File: src/rtl/fetch_stage_if.sv
// Instruction-memory request/response bus between the fetch stage and imem.
// The memory answers in the same cycle it asserts imem_ready.
interface fetch_stage_if;
  logic        imem_req;
  logic [31:0] imem_addr;
  logic        imem_ready;
  logic [31:0] imem_rdata;

  modport master (
    output imem_req,
    output imem_addr,
    input  imem_ready,
    input  imem_rdata
  );

  modport slave (
    input  imem_req,
    input  imem_addr,
    output imem_ready,
    output imem_rdata
  );
endinterface

File: src/rtl/fetch_stage.sv
// RV32I instruction-fetch stage: owns the PC, drives imem, and fills IF/ID.
// A one-entry hold buffer keeps a response that lands while decode is stalled.
module fetch_stage #(
  parameter logic [31:0] RESET_PC = 32'h0000_0000
) (
  input  logic               clk,
  input  logic               rst,
  input  logic               pc_stall,
  input  logic               flush_fe,
  input  logic               taken,
  input  logic [31:0]        branch_target,
  fetch_stage_if.master      imem,
  output logic               if_valid,
  output logic [31:0]        if_pc,
  output logic [31:0]        if_instr
);

  localparam logic [0:0] FETCH = 1'b0;
  localparam logic [0:0] DRAIN = 1'b1;
  localparam logic [31:0] NOP  = 32'h0000_0013;

  logic [0:0]  state_q, state_d;
  logic [31:0] pc_q, pc_d;
  logic [31:0] redirect_pc_q, redirect_pc_d;
  logic        if_valid_q, if_valid_d;
  logic [31:0] if_pc_q, if_pc_d;
  logic [31:0] if_instr_q, if_instr_d;
  logic        hold_valid_q, hold_valid_d;
  logic [31:0] hold_pc_q, hold_pc_d;
  logic [31:0] hold_instr_q, hold_instr_d;

  logic        req;
  logic        done;
  logic [31:0] target;
  logic [31:0] pc_plus4;

  // A full hold buffer means decode cannot take another word yet, so don't ask.
  assign req      = !rst && ((state_q == DRAIN) || !hold_valid_q);
  assign done     = req && imem.imem_ready;
  assign target   = branch_target & ~32'h3;
  assign pc_plus4 = pc_q + 32'd4;

  assign imem.imem_req  = req;
  assign imem.imem_addr = pc_q;

  assign if_valid = if_valid_q;
  assign if_pc    = if_pc_q;
  assign if_instr = if_instr_q;

  always_comb begin
    state_d       = state_q;
    pc_d          = pc_q;
    redirect_pc_d = redirect_pc_q;
    if_valid_d    = if_valid_q;
    if_pc_d       = if_pc_q;
    if_instr_d    = if_instr_q;
    hold_valid_d  = hold_valid_q;
    hold_pc_d     = hold_pc_q;
    hold_instr_d  = hold_instr_q;

    if (taken) begin
      if_valid_d   = 1'b0;
      hold_valid_d = 1'b0;
      if (state_q == DRAIN) begin
        if (imem.imem_ready) begin
          pc_d    = target;
          state_d = FETCH;
        end else begin
          redirect_pc_d = target;
        end
      end else if (imem.imem_ready || !req) begin
        pc_d = target;
      end else begin
        // Request can't be withdrawn: park the target until the old one completes.
        redirect_pc_d = target;
        state_d       = DRAIN;
      end
    end else if (state_q == DRAIN) begin
      if_valid_d   = 1'b0;
      hold_valid_d = 1'b0;
      if (imem.imem_ready) begin
        pc_d    = redirect_pc_q;
        state_d = FETCH;
      end
    end else if (flush_fe) begin
      if_valid_d   = 1'b0;
      hold_valid_d = 1'b0;
    end else if (pc_stall) begin
      if (done && !hold_valid_q) begin
        hold_valid_d = 1'b1;
        hold_pc_d    = pc_q;
        hold_instr_d = imem.imem_rdata;
        pc_d         = pc_plus4;
      end
    end else if (hold_valid_q) begin
      if_valid_d   = 1'b1;
      if_pc_d      = hold_pc_q;
      if_instr_d   = hold_instr_q;
      hold_valid_d = 1'b0;
    end else if (done) begin
      if_valid_d = 1'b1;
      if_pc_d    = pc_q;
      if_instr_d = imem.imem_rdata;
      pc_d       = pc_plus4;
    end else begin
      if_valid_d = 1'b0;
    end
  end

  always_ff @(posedge clk) begin
    if (rst) begin
      state_q       <= FETCH;
      pc_q          <= RESET_PC;
      redirect_pc_q <= 32'h0;
      if_valid_q    <= 1'b0;
      if_pc_q       <= 32'h0;
      if_instr_q    <= NOP;
      hold_valid_q  <= 1'b0;
      hold_pc_q     <= 32'h0;
      hold_instr_q  <= NOP;
    end else begin
      state_q       <= state_d;
      pc_q          <= pc_d;
      redirect_pc_q <= redirect_pc_d;
      if_valid_q    <= if_valid_d;
      if_pc_q       <= if_pc_d;
      if_instr_q    <= if_instr_d;
      hold_valid_q  <= hold_valid_d;
      hold_pc_q     <= hold_pc_d;
      hold_instr_q  <= hold_instr_d;
    end
  end

endmodule

File: src/flat_wrapper.sv
// flat-port wrapper written by rule: the top's interface ports become plain ports
module fetch_stage_flat 
#(
  parameter logic [31:0] RESET_PC = 32'h0000_0000
)
  (clk, rst, pc_stall, flush_fe, taken, branch_target, if_valid, if_pc, if_instr, imem_imem_req, imem_imem_addr, imem_imem_ready, imem_imem_rdata);
  fetch_stage_if imem_i ();
  input  logic clk;
  input  logic rst;
  input  logic pc_stall;
  input  logic flush_fe;
  input  logic taken;
  input  logic [31:0] branch_target;
  output logic if_valid;
  output logic [31:0] if_pc;
  output logic [31:0] if_instr;
  output wire logic [$bits(imem_i.imem_req)-1:0] imem_imem_req;
  output wire logic [$bits(imem_i.imem_addr)-1:0] imem_imem_addr;
  input wire logic [$bits(imem_i.imem_ready)-1:0] imem_imem_ready;
  input wire logic [$bits(imem_i.imem_rdata)-1:0] imem_imem_rdata;
  assign imem_imem_req = imem_i.imem_req;
  assign imem_imem_addr = imem_i.imem_addr;
  assign imem_i.imem_ready = imem_imem_ready;
  assign imem_i.imem_rdata = imem_imem_rdata;
  fetch_stage #(.RESET_PC(RESET_PC)) u_core (.clk(clk), .rst(rst), .pc_stall(pc_stall), .flush_fe(flush_fe), .taken(taken), .branch_target(branch_target), .imem(imem_i), .if_valid(if_valid), .if_pc(if_pc), .if_instr(if_instr));
endmodule
File: config.mk
export PLATFORM = sky130hd
export DESIGN_NAME = fetch_stage_flat
export DESIGN_NICKNAME = d
export VERILOG_FILES = /design/src/rtl/fetch_stage_if.sv /design/src/rtl/fetch_stage.sv /design/src/flat_wrapper.sv
export SDC_FILE = /design/constraint.sdc
export NUM_CORES = 1
export LEC_CHECK = 0
export ABC_AREA = 0
export CAP_MARGIN = 20
export CORE_MARGIN = 10
export CORE_UTILIZATION = 60
export CTS_CLUSTER_SIZE = 14
export DETAILED_ROUTE_END_ITERATION = 10
export DONT_BUFFER_PORTS = 1
export PLACE_DENSITY_LB_ADDON = 0.2
export SLEW_MARGIN = 20
export SYNTH_ARGS = -nofsm -noshare
export SYNTH_HDL_FRONTEND = slang
export SYNTH_SLANG_ARGS = --single-unit
File: constraint.sdc
create_clock -name clk -period 6.3 [get_ports clk]
set_clock_uncertainty 0.15 [all_clocks]
set_input_delay 1.26 -clock clk [delete_from_list [all_inputs] [get_ports clk]]
set_output_delay 1.26 -clock clk [all_outputs]
set_load 0.02 [all_outputs]
# Yosys cells after proc, flatten, opt, wreduce, memory -nomap -nowiden
# Cells that the tools add are included.
[classes] n_addsub=1 n_eq_ne=7 mux=25 bitwise=4 n_reduce_logical=16
[ops] operator="$mux 32" n=18
[ops] operator="$add 32x3->32 const B" n=1
[ops] operator="$reduce_and 5->1" n=2
[ops] operator="$mux 1" n=7
[ops] operator="$ne 3x1->1 const B" n=2
[ops] operator="$reduce_and 6->1" n=1
[ops] operator="$reduce_or 5->1" n=1
[ops] operator="$ne 2x2->1 const B" n=2
[ops] operator="$ne 4x1->1 const B" n=1
[ops] operator="$ne 4x3->1 const B" n=1
[ops] operator="$not 1->1" n=4
[ops] operator="$reduce_bool 4->1" n=1
[ops] operator="$reduce_or 4->1" n=1
[ops] operator="$logic_and 1x1->1" n=3
[ops] operator="$logic_not 1->1" n=3
[ops] operator="$reduce_and 3->1" n=1
[ops] operator="$logic_or 1x1->1" n=2
[ops] operator="$ne 2x1->1 const B" n=1
[ops] operator="$reduce_bool 2->1" n=1
[word_totals] ff_bits=195 in_bits=70 out_inout_bits=98 wordCells=62

# Longest topological paths before layout
# Gate-level depths: netlist of run 1.
[depth] depth_word=10 mapped_depth=9 mapped_depth_nobuf=6

# Worst setup path before layout of run 1
# No wires, ideal clock.
[synth_path] kind="input -> output" startpoint="in rst" endpoint="out imem_imem_req" arrival_time_ns=2.142 path_slack_ns=2.748 cell_stages=4 n_path_buf=3 path_cell_list="buf_2 -> clkbuf_1 -> clkbuf_1 -> a21oi_1"
[synth_via] elab_chain_len=2
[synth_rtl] element="from (decl)" line_no="flat_wrapper.sv:9" source="input logic rst;"
[synth_rtl] element="$logic_not 1->1" line_no="fetch_stage.sv:38" source="assign req = !rst && ((state_q == DRAIN) || !hold_valid_q);"
[synth_rtl] element="$logic_and 1x1->1" line_no="fetch_stage.sv:38"
[synth_rtl] element="to (decl)" line_no="flat_wrapper.sv:17" source="output wire logic [$bits(imem_i.imem_req)-1:0] imem_imem_req;"
# No other way between the ends.

# Worst setup path after layout of run 1
[layout_path] startpoint="reg u_core.hold_valid_q" endpoint="out imem_imem_req"
[layout_via] elab_chain_len=3
[layout_rtl] element="from (decl)" line_no="fetch_stage.sv:28" source="logic hold_valid_q, hold_valid_d;"
[layout_rtl] element="from (signal assigned)" line_no="fetch_stage.sv:128" source="hold_valid_q <= hold_valid_d;"
[layout_rtl] element="$logic_not 1->1" line_no="fetch_stage.sv:38"
[layout_rtl] element="$logic_or 1x1->1" line_no="fetch_stage.sv:38"
[layout_rtl] element="$logic_and 1x1->1" line_no="fetch_stage.sv:38"
# No other way between the ends.

==> results of run 1 <==
==> cell families (layout without fill, tap and decap cells) <==
logic type / after synthesis / in the layout / synth area share (%)
mux: 70 / 70 / 8.33
simple gates: 394 / 394 / 20.8
compound gates: 285 / 285 / 20.3
xor+xnor: 3 / 3 / 0.312
other cells: 1 / 4 / 0.0445
flops: 187 / 187 / 44.4
fa+ha+maj: 1 / 1 / 0.148
buf+inv: 107 / 45 / 5.58
==> flip-flops by register name, indices dropped and copies added, names as in the netlist <==
name and count:
u_core.hold_pc_q 30, u_core.hold_instr_q 32, u_core.if_instr 32, u_core.hold_valid_q 1
u_core.imem.imem_addr 30, u_core.redirect_pc_q 30, u_core.if_valid 1, u_core.state_q 1
u_core.if_pc 30
==> metal layers <==
layer | vias to the layer above | global-route usage, % | share of wire, %
met2 | 264 | 31.9 | 45
met4 | 0 | 6.38 | 1.5
met3 | 29 | 8.39 | 11
met5 | - | 0 | 0
met1 | 3197 | 28.9 | 43
li1 | 3518 | - | -
==> power by group through the flow <==
stage	Combinational, uW	Clock [uW]	Sequential (uW)
after floorplan	166	0	1290
after global placement	149	0	1330
after detailed placement	152	0	1330
after CTS	153	1080	1310
after global routing	174	1120	1310
final	154	1060	1310
==> synthesized netlist by cell type (7+ instances only) <==
master,count,area share (%)
dfxtp_1,187,44
nor2_1,73,3.3
a211oi_1,60,5.3
a21oi_1,134,8.0
clkbuf_1,59,2.6
o21ai_0,48,2.9
nand2_1,240,11
nor4_1,7,0.52
buf_2,28,1.7
o211ai_1,10,0.89
buf_4,9,0.80
nor3_1,9,0.53
mux2i_1,69,8.2
and3_1,8,0.59
nand3_1,20,1.2
==> path summary, 6_finish.rpt <==
path                            slack, ns                startpoint                       end
worst max-delay path                 2.77       u_core.hold_valid_q             imem_imem_req
worst max register to register       3.08            u_core.state_q   u_core.hold_instr_q[19]
worst min register to register       0.30  u_core.redirect_pc_q[27]  u_core.redirect_pc_q[27]
worst min-delay path                 0.30  u_core.redirect_pc_q[27]  u_core.redirect_pc_q[27]
==> area by class of cell <==
type / count / area, sq um / share of cell area, %
Clock buffer: 22 / 474 / 5.34
Clock inverter: 9 / 111 / 1.25
Inverter: 5 / 18.8 / 0.211
Multi-Input combinational cell: 757 / 4240 / 47.7
Sequential cell: 187 / 3750 / 42.2
Tap cell: 180 / 225 / 2.54
Timing Repair Buffer: 9 / 67.6 / 0.761
==> per-stage QoR <==
step                      instances  cell area (sq um)  setup WS, ns
after floorplan                1051               8440          2.75
after global placement         1138               8300          2.60
after detailed placement       1138               8300          2.58
after CTS                      1169               8880          2.74
after global routing           1169               8880          2.67
final                          1169               8880          2.77
==> worst min-delay path, cell delays in order, from the launching register on <==
cell     delay (ns)
dfxtp_1        0.31
nand2_1        0.05
a21oi_1        0.05
==> metrics.yaml, run 1 <==
r2r_cells: 7
cp-start-kind: "flip-flop"
wl_per_cell_um: 18.7
cp_num_cells: 2
syn_inst: 1048
finalPower_uw: 2520
finalNetCount: 1048
worst_pin_slew_ns: 1.08
dieArea_sq_um: 19200
syn_to_final_growth_pct: 5.39
crit_type: "flip-flop to output pin"
grt_overflow: 0
cts_root_buffer: "clkbuf_16"
grt_usage_pct: 21.7
synth_seq_cells: 187
postCtsSetupBuffers: 0
cts_tree: "built"
holdWs_ns: 0.297
end_kind: "output pin"
p_sw_uw: 627
dieHeight_um: 139
fin_util_pct: 64.2
grt_max_degree: 179
crit_slowest_cell: "dfxtp_4"
clkPwrFrac_pct: 42.1
setup_violations: 0
drv_slew: 0
num_rows: 43
antenna_found_initial: 0
slowest_delay_ns: 0.72
numCtsBuffers: 17
vdd.ir_drop.worst_mv: 0.183
slew_headroom_pct: 28.3
fmax_mhz: 284
drv_cap: 0
path_clk_slew_ns: 0.07
holdBufCountCts: 0
synthDistinctLibCells: 63
core_sq_um: 13800
route.antenna.remaining_nets: 0
place_congestion: 0.838
numPortBuffers: 0
hold_path_depth: 2
async_flop_share_pct: 0
ctsResizeCount: 0
cp_max_fo: 37
hold_viol_final: 0
pwr-share-seq_pct: 51.8
netlist_area_sq_um: 8430
yosysSeqAreaShare_pct: 44.4
io_pins: 168
p_int_uw: 1900
cp_top_family: "flip-flops"
layout_commonest_cell: "nand2_1"
start_util_pct: 61.0
finalWirelength_um: 21900
mostFrequentLayoutCells: "nand2_1, dfxtp_1, a21oi_1"
insertion_delay_ns: 0.43
path_buf_inv: 1
setup_tns_ns: 0
drt_pass1_iterations: 5
p_leak_uw: 0.00280
grt_pass1_vias: 6164
ctsLongestPathBuffers: 2
fin_crit_sh_pct: 56.0
grt_pass1_wl_um: 34500
path_cells: "buf_4 -> a21oi_1"
die_x_um: 139
yosys_warnings: 0
drt_iter0_markers: 731
rsz0062_at_grt: "false"
dpl.hpwl_um: 14400
antennaDiodeCount: 0
swShare_pct: 24.9
fin_crit_ns: 3.53
arrival_ns: 2.12
drive_above_1_share_pct: 5.46
crit_required_ns: 4.89
min_path_type: "flip-flop to flip-flop"
avgSynthCellArea_sq_um: 8.04
status: "finished, final reports clean"
synth-edff-count: 0
cts_sinks: 187
vias: 7008
post_drt_via_cell_ratio: 5.99
h-tree-depth: 4
drc: 0
ys.flop_type: "dfxtp_1"
combPwrFrac_pct: 6.1
p_per_area_nw_per_um2: 284
fillers: 1194
Note: power is estimated with default switching activity, not from simulation.
==> run 2, diff against run 1 <==
--- a/config.mk
+++ b/config.mk
@@ -5,7 +5,7 @@
 export SDC_FILE = /design/constraint.sdc
 export NUM_CORES = 1
 export LEC_CHECK = 0
-export ABC_AREA = 0
+export ABC_AREA = 1
 export CAP_MARGIN = 20
 export CORE_MARGIN = 10
 export CORE_UTILIZATION = 60
==> constraint.sdc (replaced) <==
create_clock -name clk -period 3.3 [get_ports clk]
set_clock_uncertainty 0.15 [all_clocks]
set_input_delay 0.66 -clock clk [delete_from_list [all_inputs] [get_ports clk]]
set_output_delay 0.66 -clock clk [all_outputs]
set_load 0.02 [all_outputs]
==> metrics.yaml, run 2 <==
p_int_uw: 3860  # was 1900 uW
synth_common_cells: "nand2_1, a21oi_1, dfxtp_1"  # was nand2_1, dfxtp_1, a21oi_1
grt_overflow: 0  # unchanged
holdBufCountCts: 0  # unchanged
numPortBuffers: 0  # unchanged
num_rows: 44  # was 43
wl_per_cell_um: 16.9  # was 18.7 um
cts_root_buffer: "clkbuf_16"  # unchanged
cts_tree: "built"  # unchanged
cp-start-kind: "flip-flop"  # unchanged
ys.flop_type: "dfxtp_1"  # unchanged
fin_crit_ns: 2.28
route.antenna.remaining_nets: 0  # unchanged
grt_max_degree: 88  # was 179
end_kind: "flip-flop"  # was output pin
synthMuxAreaShare_pct: 0  # was 8.33%
dieHeight_um: 141  # was 139 um
mostFrequentLayoutCells: "nand2_1, a21oi_1, dfxtp_1"  # was nand2_1, dfxtp_1, a21oi_1
numCtsBuffers: 17  # unchanged
slowest_delay_ns: 0.52  # was 0.72 ns
path_cells: "ha_1 -> nand2_1 -> nor2_1 -> nand2_1 -> nor2_1 -> nand2_1 -> nand2_1 -> nand3_1 -> nand2_1 -> a21oi_1"  # was buf_4 -> a21oi_1
drv_slew: 0  # unchanged
yosysSeqAreaShare_pct: 42.3  # was 44.4%
synth_seq_cells: 187  # unchanged
pwr-share-seq_pct: 47.7  # was 51.8%
synth_area_leaders: "dfxtp_1, nand2_1, a21oi_1"  # was dfxtp_1, nand2_1, mux2i_1
postCtsSetupBuffers: 0  # unchanged
multi_input_area_sq_um: 4240  # about the same
worst_pin_slew_ns: 0.692  # was 1.08 ns
min_path_type: "input port to flip-flop"  # was flip-flop to flip-flop
setup_tns_ns: 0  # unchanged
crit_slowest_cell: "dfxtp_1"  # was dfxtp_4
core_sq_um: 14500  # was 13800 sq um
post-synth-top-count-cell: "nand2_1"  # unchanged
fmax_mhz: 439
p_sw_uw: 1380  # was 627 uW
die_x_um: 141  # was 139 um
drc: 0  # unchanged
combPwrFrac_pct: 9.0  # was 6.1%
post_drt_via_cell_ratio: 5.65  # was 5.99
synthDistinctLibCells: 34  # was 63
worst_hold_path.endpoint: "u_core.if_instr[17]"  # was u_core.redirect_pc_q[27]
netlist_area_sq_um: 8850  # was 8430 sq um
crit_top_cell: "nand2_1"
fillers: 1304  # was 1194
dieArea_sq_um: 20000  # was 19200 sq um
grt_pass1_vias: 7151  # was 6164
synthAdderAreaFrac_pct: 0.141  # was 0.148%
hp-start: "rst"  # was u_core.redirect_pc_q[27]
ctsResizeCount: 0  # unchanged
setup_violations: 0  # unchanged
insertion_delay_ns: 0.44  # was 0.43 ns
avgSynthCellArea_sq_um: 7.01  # was 8.04 sq um
p_leak_uw: 0.00344  # was 0.00280 uW
async_flop_share_pct: 0  # unchanged
r2r_cells: 10  # was 7
swShare_pct: 26.3  # was 24.9%
crit_required_ns: 3.48  # was 4.89 ns
finalNetCount: 1274  # was 1048
synth.largest_area_cell: "dfxtp_1"  # unchanged
vdd.ir_drop.worst_mv: 0.358  # was 0.183 mV
fin_util_pct: 64.9  # was 64.2%
finalWirelength_um: 23600  # was 21900 um
synth-edff-count: 0  # unchanged
slew_headroom_pct: 53.9  # was 28.3%
hold_path_depth: 1  # was 2
status: "finished, final reports clean"  # unchanged
cts_sinks: 187  # unchanged
r2r_end: "u_core.imem.imem_addr[28]"  # was u_core.hold_instr_q[19]
start_util_pct: 61.2  # was 61.0%
synth_xor_area_share_pct: 0.297  # was 0.312%
p_per_area_nw_per_um2: 558  # was 284 nW/um^2
seqCellArea_sq_um: 3750  # unchanged
drv_cap: 0  # unchanged
ctsLongestPathBuffers: 2  # unchanged
dpl.hpwl_um: 15400  # was 14400 um
yosys_warnings: 0  # unchanged
antennaDiodeCount: 0  # unchanged
cp_max_fo: 5  # was 37
antenna_found_initial: 0  # unchanged
io_pins: 168  # unchanged
grt_usage_pct: 22.8  # was 21.7%
regToRegSetupSlack_ns: 1.02  # was 3.08 ns
synth_top_family_by_area: "compound AO/OA/AOI/OAI gates"  # was simple AND/OR/NAND/NOR gates
drive_above_1_share_pct: 8.39  # was 5.46%
layout_commonest_cell: "nand2_1"  # unchanged
drt_pass1_iterations: 5  # unchanged
arrival_ns: 2.45  # was 2.12 ns
fin_crit_sh_pct: 69.0
synth_compound_area_share_pct: 25.2  # was 20.3%
synth_top_area_share_pct: 42.3  # was 44.4%
syn_to_final_growth_pct: 6.05  # was 5.39%
synthSimpleGateAreaFrac_pct: 21.9  # was 20.8%
vias: 7905  # was 7008
r2r-start: "u_core.imem.imem_addr[3]"  # was u_core.state_q
path_clk_slew_ns: 0.07  # about the same
crit_type: "flip-flop to flip-flop"  # was flip-flop to output pin
place_congestion: 0.864  # was 0.838
syn_inst: 1264  # was 1048
critPathLaunch: "u_core.imem.imem_addr[3]"  # was u_core.hold_valid_q
clkPwrFrac_pct: 43.3  # was 42.1%
grt_pass1_wl_um: 37800  # was 34500 um
hold_viol_final: 0  # unchanged
h-tree-depth: 4  # unchanged
rsz0062_at_grt: "false"  # unchanged
drt_iter0_markers: 537  # was 731
run 2: changes by cell type after synthesis, sizes merged, moves of 61 or more:
| cell | delta |
|---|---|
| o21ai | +118 |
| a21oi | +101 |
| inv | +97 |
| nand3 | +81 |
| mux2i | -69 |
| nand2 | +61 |
run 2: kinds of logic after synthesis:
logic type,after synthesis
DFF,187
and+or+nand+nor,467
buffers and inverters,195
other,1
xor gates and xnor gates,3
adders and majority gates,1
AOI/OAI and AO/OA,410
run 2: how the worst max path moves through the flow:
stage,to,slack (ns),depth (start not counted)
2_1_floorplan,u_core.hold_instr_q[12],1.45,8
3_3_place_gp,u_core.hold_instr_q[1],1.01,9
3_5_place_dp,u_core.hold_instr_q[1],0.96,9
4_1_cts,u_core.if_pc[25],1.05,7
5_1_grt,u_core.imem.imem_addr[17],0.82,8
6_report,u_core.imem.imem_addr[28],1.02,10
run 2: critical path, delay by kind of cell, from the launching register on:
family | cells | cell delay [ns]
adders and majority gates | 1 | 0.26
AOI/OAI and AO/OA | 1 | 0.05
and+or+nand+nor | 8 | 1.18
DFF | 1 | 0.52
run 2: stage by stage:
stage | setup WS [ns] | std cells | instance area [sq um] | hold WS [ns] | total power [uW]
after CTS | 1.05 | 1400 | 9390 | 0.131 | 5260
final | 1.02 | 1400 | 9390 | 0.137 | 5240
after floorplan | 1.45 | 1267 | 8870 | 0.274 | 2920
after global routing | 0.817 | 1400 | 9390 | 0.124 | 5430
after detailed placement | 0.956 | 1368 | 8730 | 0.286 | 3010
after global placement | 1.01 | 1368 | 8730 | 0.283 | 3000
run 2: power by group through the flow:
stage / Sequential (uW) / Clock, uW / Combinational, uW
global placement: 2550 / 0 / 455
CTS: 2500 / 2290 / 465
finish: 2500 / 2270 / 469
floorplan: 2510 / 0 / 403
detailed placement: 2550 / 0 / 461
global route: 2510 / 2380 / 542
run 2: final cells by class:
| class | instances | share of cell area, % |
|---|---|---|
| clock buffer | 18 | 4.68 |
| sequential | 187 | 39.9 |
| clock inverter | 14 | 2.33 |
| timing repair buffer | 11 | 1.41 |
| tap | 184 | 2.45 |
| multi-input combinational | 885 | 45.1 |
| inverter | 101 | 4.08 |
run 2: layer usage:
metal | vias up | global-route usage [%] | part of all wire, %
met1 | 3588 | 29.0 | 44
li1 | 4040 | - | -
met2 | 251 | 35.3 | 45
met4 | 0 | 6.89 | 1.7
met5 | - | 0 | 0
met3 | 26 | 8.41 | 9.6
